<file path="src/rtl/display_ctrl.sv">
// Memory-mapped display controller: DSR/DDR registers, character FIFO and print-strobe drain FSM.
// Optional display-ready interrupt (IE bit, irq output) is built only when DISPLAY_INT_EN is defined.
module display_ctrl #(
    parameter int FIFO_DEPTH = 4,
    parameter int PRINT_GAP  = 2
) (
    input  logic        clk,
    input  logic        rst,
    input  logic [15:0] addr,
    input  logic [15:0] wdata,
    input  logic        we,
    input  logic        re,
    output logic [15:0] rdata,
    output logic [15:0] out_data,
    output logic        print,
    output logic        irq
);

    localparam int PW = (FIFO_DEPTH > 1) ? $clog2(FIFO_DEPTH) : 1;
    localparam int CW = PW + 1;

    localparam logic [1:0] IDLE   = 2'd0;
    localparam logic [1:0] SETUP  = 2'd1;
    localparam logic [1:0] STROBE = 2'd2;
    localparam logic [1:0] HOLD   = 2'd3;

    localparam logic [15:0]   DSR_ADDR   = 16'hFE04;
    localparam logic [15:0]   DDR_ADDR   = 16'hFE06;
    localparam logic [CW-1:0] FULL_COUNT = CW'(FIFO_DEPTH);
    localparam logic [3:0]    GAP        = 4'(PRINT_GAP);

    logic [15:0]   mem [FIFO_DEPTH];
    logic [PW-1:0] wr_ptr;
    logic [PW-1:0] rd_ptr;
    logic [CW-1:0] count;
    logic [1:0]    state;
    logic [3:0]    hold_cnt;
    logic          ovf;
    logic          ie;

    logic dsr_sel;
    logic ddr_sel;
    logic full;
    logic empty;
    logic ready;
    logic push;
    logic pop;
    logic ovf_set;
    logic ovf_clear;

    assign dsr_sel   = (addr == DSR_ADDR);
    assign ddr_sel   = (addr == DDR_ADDR);
    assign full      = (count == FULL_COUNT);
    assign empty     = (count == '0);
    assign ready     = ~full;
    assign push      = we & ddr_sel & ~full;
    assign ovf_set   = we & ddr_sel & full;
    assign pop       = (state == IDLE) & ~empty;
    assign ovf_clear = (re & dsr_sel) | (we & dsr_sel & wdata[0]);

    always_comb begin
        rdata = 16'h0000;
        if (re && dsr_sel) begin
            rdata = {ready, ie, 13'b0, ovf};
        end
    end

    // Pointers wrap naturally because the depth is a power of two.
    always_ff @(posedge clk) begin
        if (rst) begin
            wr_ptr <= '0;
            rd_ptr <= '0;
            count  <= '0;
        end else begin
            if (push) begin
                wr_ptr <= wr_ptr + 1'b1;
            end
            if (pop) begin
                rd_ptr <= rd_ptr + 1'b1;
            end
            case ({push, pop})
                2'b10:   count <= count + 1'b1;
                2'b01:   count <= count - 1'b1;
                default: count <= count;
            endcase
        end
    end

    always_ff @(posedge clk) begin
        if (push && !rst) begin
            mem[wr_ptr] <= wdata;
        end
    end

    // Overflow set wins over any clear on the same edge.
    always_ff @(posedge clk) begin
        if (rst) begin
            ovf <= 1'b0;
        end else if (ovf_set) begin
            ovf <= 1'b1;
        end else if (ovf_clear) begin
            ovf <= 1'b0;
        end
    end

`ifdef DISPLAY_INT_EN
    logic ie_q;
    logic irq_q;

    always_ff @(posedge clk) begin
        if (rst) begin
            ie_q  <= 1'b0;
            irq_q <= 1'b0;
        end else begin
            if (we && dsr_sel) begin
                ie_q <= wdata[14];
            end
            irq_q <= ie_q & ready;
        end
    end

    assign ie  = ie_q;
    assign irq = irq_q;
`else
    assign ie  = 1'b0;
    assign irq = 1'b0;
`endif

    // print is registered so it rises exactly one cycle after out_data settles.
    always_ff @(posedge clk) begin
        if (rst) begin
            state    <= IDLE;
            hold_cnt <= 4'd0;
            out_data <= 16'h0000;
            print    <= 1'b0;
        end else begin
            case (state)
                IDLE: begin
                    print <= 1'b0;
                    if (!empty) begin
                        out_data <= mem[rd_ptr];
                        state    <= SETUP;
                    end
                end
                SETUP: begin
                    print <= 1'b1;
                    state <= STROBE;
                end
                STROBE: begin
                    print    <= 1'b0;
                    hold_cnt <= GAP;
                    state    <= HOLD;
                end
                HOLD: begin
                    print <= 1'b0;
                    if (hold_cnt <= 4'd1) begin
                        hold_cnt <= 4'd0;
                        state    <= IDLE;
                    end else begin
                        hold_cnt <= hold_cnt - 4'd1;
                    end
                end
                default: begin
                    print <= 1'b0;
                    state <= IDLE;
                end
            endcase
        end
    end

endmodule

</file>
<file path="config.mk">
export PLATFORM = sky130hd
export DESIGN_NAME = display_ctrl
export DESIGN_NICKNAME = d
export VERILOG_FILES = /design/src/rtl/display_ctrl.sv
export SDC_FILE = /design/constraint.sdc
export NUM_CORES = 1
export LEC_CHECK = 0
export BUFFER_PORTS_ARGS = -buffer_cell sky130_fd_sc_hd__buf_2
export CELL_PAD_IN_SITES_DETAIL_PLACEMENT = 1
export CELL_PAD_IN_SITES_GLOBAL_PLACEMENT = 1
export CORE_ASPECT_RATIO = 0.8
export CORE_MARGIN = 2
export CORE_UTILIZATION = 49
export CTS_CLUSTER_DIAMETER = 60
export DETAILED_ROUTE_END_ITERATION = 7
export PLACE_DENSITY = 0.86
export SLEW_MARGIN = 25
export SYNTH_ARGS = -nofsm -noshare
export SYNTH_HDL_FRONTEND = slang
export SYNTH_SLANG_ARGS = --single-unit
</file>
<file path="constraint.sdc">
create_clock -name clk -period 5.53 [get_ports clk]
set_input_delay 1.106 -clock clk [delete_from_list [all_inputs] [get_ports clk]]
set_output_delay 1.106 -clock clk [all_outputs]
set_load 0.02 [all_outputs]
</file>
==> Yosys cells after proc, flatten, opt, wreduce, memory -nomap -nowiden <==
Memories as Yosys holds them, arrays and structs flattened. A register that Yosys moved wholly into a read port is not among the register bits.
Index checks and enable logic that the tools add are counted.
{ "totals": {"ram_bits": 64, "rom_bits": 0, "word_cells": 57, "latch_bits": 0, "output_inout_bits": 34, "register_bits": 15, "in_bits": 36, "mem_count": 1} }
{ "classes": {"reduce_logical": 11, "div_mod_pow": 0, "shift": 0, "add_sub_neg": 5, "n_eq_ne": 10, "magnitude_cmp": 1, "mul": 0, "bitwise_logic": 10, "n_mux": 12} }
{ "mem_list": {"columns": ["name", "words", "word_bits", "read_ports", "rd_clocked_by_memory_dff", "write_ports", "line", "text"], "rows": [
  ["mem", 4, 16, 1, 1, 1, "32", "logic [15:0] mem [FIFO_DEPTH];"]
]} }
{ "op_table": {"columns": ["op", "count"], "rows": [
  ["$eq 16x16->1 const B", 2],
  ["$mux 16", 1],
  ["$pmux 2 s4", 1],
  ["$pmux 4 s2", 1],
  ["$and 1x1->1", 7],
  ["$eq 2x2->1 const B", 3],
  ["$pmux 3 s2", 1],
  ["$reduce_bool 2->1", 3],
  ["$add 2x1->2 const B", 2],
  ["$eq 2x1->1 const B", 2],
  ["$le 4x1->1 const B", 1],
  ["$mux 1", 4],
  ["$mux 2", 2],
  ["$mux 4", 1],
  ["$ne 2x2->1 const B", 2],
  ["$reduce_and 2->1", 2],
  ["$sub 4x1->4 const B", 1],
  ["$add 3x1->3 const B", 1],
  ["$eq 3x3->1 const B", 1],
  ["$logic_not 3->1", 1],
  ["$reduce_or 3->1", 1],
  ["$sub 3x1->3 const B", 1],
  ["$logic_and 1x1->1", 2],
  ["$logic_not 2->1", 1],
  ["4 further kinds", 5]
]} }

==> Longest topological paths before layout <==
{ "logic_depth": {"word_depth": 6, "depth_mapped": 12, "mapped_depth_nobuf": 10} }

==> Worst setup path before layout <==
Ideal clock, no wire load.
{ "synth_path": {"path_kind": "input to output", "from": "input addr[0]", "to": "output rdata[0]", "slack_ps": 2051, "arrival_time_ps": 2373, "stages": 3, "path_buffers": 0, "required_ps": 4424, "path_cell_list": "nor4b_4 -> nand4_4 -> nor4b_1"} }
{ "synth_between": {"elab_chain_cells": 3} }
{ "synth_rtl": {"columns": ["item", "line", "text"], "rows": [
  ["start: declaration", "9", "input logic [15:0] addr,"],
  ["$eq 16x16->1", "51", "assign dsr_sel = (addr == DSR_ADDR);"],
  ["$logic_and 1x1->1", "63", "if (re && dsr_sel) begin"],
  ["$mux 16", "63", null],
  ["end: declaration", "13", "output logic [15:0] rdata,"]
]} }
Every way passes these cells.

==> Worst setup path after layout <==
{ "layout_path": {"from": "input addr[5]", "to": "output rdata[0]"} }
Same word-level chain as after synthesis.

==> qor.yml <==
clocking:
  clk_pin_slew_ps: 90
  cts_setup_buffers: 0
  cts_tree: "done"
  cts.sinks: 95
  worstSkewPairLatency_ps: 360
  post_cts_resized: 0
  ctsHtreeMaxLevel: 3
  clock_path_buffers: 2
  cts_buffers: 9
  holdBufCountCts: 0
  root_buffer: "clkbuf_8"
yosys:
  yosys.area.top_type: "edfxtp_1"
  synth_area_leaders: "edfxtp_1 (48%), dfxtp_1 (16%), mux4_2 (9.0%)"
  synth_cells: 280
  synth_cell_type_count: 43
  yosys.area.top_type_share_pct: 48.3
  synth_ff_type: "edfxtp_1"
  avgSynthCellArea_um2: 14.2
  synth-seq-cells: 95
  yosysSeqAreaShare_pct: 63.8
  netlist_area_um2: 3980
  async_flop_share_pct: 0
  yosysWarnings: 0
  synth_edf_count: 64
place:
  dp_hpwl_um: 5300
  post-place-ws_ps: 2170
  port_buffers: 54
  gp_routability_congestion: 0.724
setup_path:
  critPathMostFrequentCell: "buf_2"
  cp_top_family: "simple AND/OR/NAND/NOR gates"
  crit_buf_inv: 2
  worstPathRequired_ps: 4420
  crit_path_end_kind: "output port"
  rrSetupSlack_ps: 2590
  criticalPathCategory: "input pin to output port"
  cp_max_fo: 5
  crit_path_max_incr_delay_ps: 380
  crit_chain: "buf_2 -> nor4b_4 -> nand4_4 -> nor4b_1 -> buf_2"
  cp_slowest_cell: "nor4b_4"
  arrival_ps: 2240
  cp-start-kind: "input pin"
global_routing:
  grt_max_degree: 33
  grt-ovfl-total: 0
  grt_use_total_pct: 18.7
  grt_pass1_wl_um: 12500
  grt_pass1_vias: 2493
  antenna_found_initial: 0
routing:
  vias_per_cell: 5.15
  dr.pass1.iters: 5
  post_drt_wl_per_cell_um: 17.3
  drc: 0
  routed_wl_um: 7750
  drt_iter0_drc: 107
  vias: 2307
  drtAntennaViolNets: 0
floorplan:
  std_cell_rows: 29
  core_area_um2: 7910
  die-area_um2: 8870
  io_pins: 70
  die_x_um: 105
  start_util_pct: 50.3
  die_y_um: 84.6
sta:
  slew_violations: 0
  max_slew.worst_pin.slew_ps: 888
  hold_viol: 0
  maxSlewHeadroom_pct: 40.8
  rsz0062_at_grt: "no"
  fin_crit_sh_pct: 60.5
  setup_tns_ps: 0
  setup_viol: 0
  fmax_mhz: 299
  finClkSkew_ps: 9.30
  fin_ws_ps: 2180
  min_period_ps: 3350
cells_and_area:
  area_delta_synth_final_pct: 12.4
  fillers: 828
  fin_util_pct: 56.6
  n_antenna_cell: 0
  fin_nets: 383
  drive_gt1_share_pct: 27.9
run_status:
  status: "finished, final reports clean"
power_and_ir_drop:
  vdd_drop_max_mv: 0.182
  power_density_nw_per_um2: 292
  p_leak_nw: 1.60
hold_path:
  min_path_type: "flop to flop"
job:
  max_cap_violations: 0
## power by group
group	internal, W	switching [W]
sequential	0.000761	0.00000419
clock	0.000219	0.000259
combinational	0.0000222	0.0000412
total	0.00100	0.000304
## path summary, 6_finish.rpt
kind | depth (start not counted) | startpoint | to
setup / recovery | 5 | addr[5] | rdata[0]
hold / removal | 2 | out_data[10] | out_data[10]
setup reg to reg | 10 | state[1] | count[2]
hold reg to reg | 2 | out_data[10] | out_data[10]
## final cells by class
class	instances	area [um2]	share of cell area, %
Sequential cell	95	2540	56.8
Multi-Input combinational cell	162	1270	28.3
Timing Repair Buffer	55	278	6.20
Tap cell	108	135	3.02
Clock buffer	9	124	2.77
Clock inverter	7	85.1	1.90
Inverter	12	47.5	1.06
## worst reg2reg max path, cell delays in order, from the launching register on
cell	delay, ps
dfxtp_1	340
inv_1	100
ha_1	200
nand2b_1	460
inv_4	410
ha_1	250
inv_1	70
fa_1	380
xor2_1	170
or3_1	310
a21oi_1	170
## cell usage after synthesis, types with 2 or more instances
cell	n
edfxtp_1	64
nand2_1	37
dfxtp_1	31
a21oi_1	25
buf_4	18
mux4_2	16
ha_1	11
inv_1	11
nor2_1	8
o21ai_0	6
and2_1	4
nand3_1	4
nor3_1	4
clkbuf_1	3
xor2_1	3
buf_2	2
buf_6	2
nor2b_1	2
nor3b_1	2
nor4_1	2
nor4b_4	2
o31a_1	2
## logic make-up after synthesis
| logic type | count (synthesis) | share of synthesized area, % |
|---|---|---|
| flip-flops | 95 | 63.8 |
| AND/OR/NAND/NOR | 76 | 10.7 |
| AO/OA/AOI/OAI | 38 | 5.59 |
| buffers and inverters | 37 | 5.69 |
| multiplexers | 17 | 9.30 |
| adder cells (fa/ha/maj) | 12 | 3.96 |
| XOR/XNOR | 4 | 0.880 |
| other | 1 | 0.0942 |
## cells in the final DEF, fill, tap and decap left out, types with 2 or more instances in the layout
cell | netlist | final
conb_1 | 1 | 15
nor3_1 | 4 | 4
nor2_1 | 8 | 8
xor2_1 | 3 | 3
nand2_1 | 37 | 37
inv_6 | 0 | 4
and2_1 | 4 | 4
ha_1 | 11 | 11
a21oi_1 | 25 | 25
o21ai_0 | 6 | 6
clkbuf_8 | 0 | 9
nor4b_4 | 2 | 2
inv_1 | 11 | 11
mux4_2 | 16 | 16
nor4_1 | 2 | 2
nor3b_1 | 2 | 2
nor2b_1 | 2 | 2
buf_2 | 2 | 54
nand3_1 | 4 | 4
o31a_1 | 2 | 2
dfxtp_1 | 31 | 31
edfxtp_1 | 64 | 64
## state kept, by name, indices dropped and copies added (netlist names)
| name | flops |
|---|---|
| ovf | 1 |
| rd_ptr | 2 |
| count | 3 |
| wr_ptr | 2 |
| hold_cnt | 4 |
| out_data | 16 |
| state | 2 |
| mem | 64 |
| print | 1 |
## per-layer routing
| metal | global-route usage (%) | wire [um] |
|---|---|---|
| met1 | 22.9 | 3290 |
| met2 | 32.5 | 4090 |
| met3 | 4.97 | 278 |
| met4 | 5.82 | 83 |
| met5 | 0 | 0 |
## through the flow
| step | instance area [um2] | std cells | power (W) | hold WS [ps] |
|---|---|---|---|---|
| global route | 4480 | 448 | 0.00135 | 482 |
| CTS | 4480 | 448 | 0.00132 | 464 |
| finish | 4480 | 448 | 0.00131 | 460 |
| global placement | 4270 | 432 | 0.000841 | 443 |
| floorplan | 4040 | 294 | 0.000826 | 450 |
| detailed placement | 4270 | 432 | 0.000845 | 451 |
(Power assumes the default switching activity.)
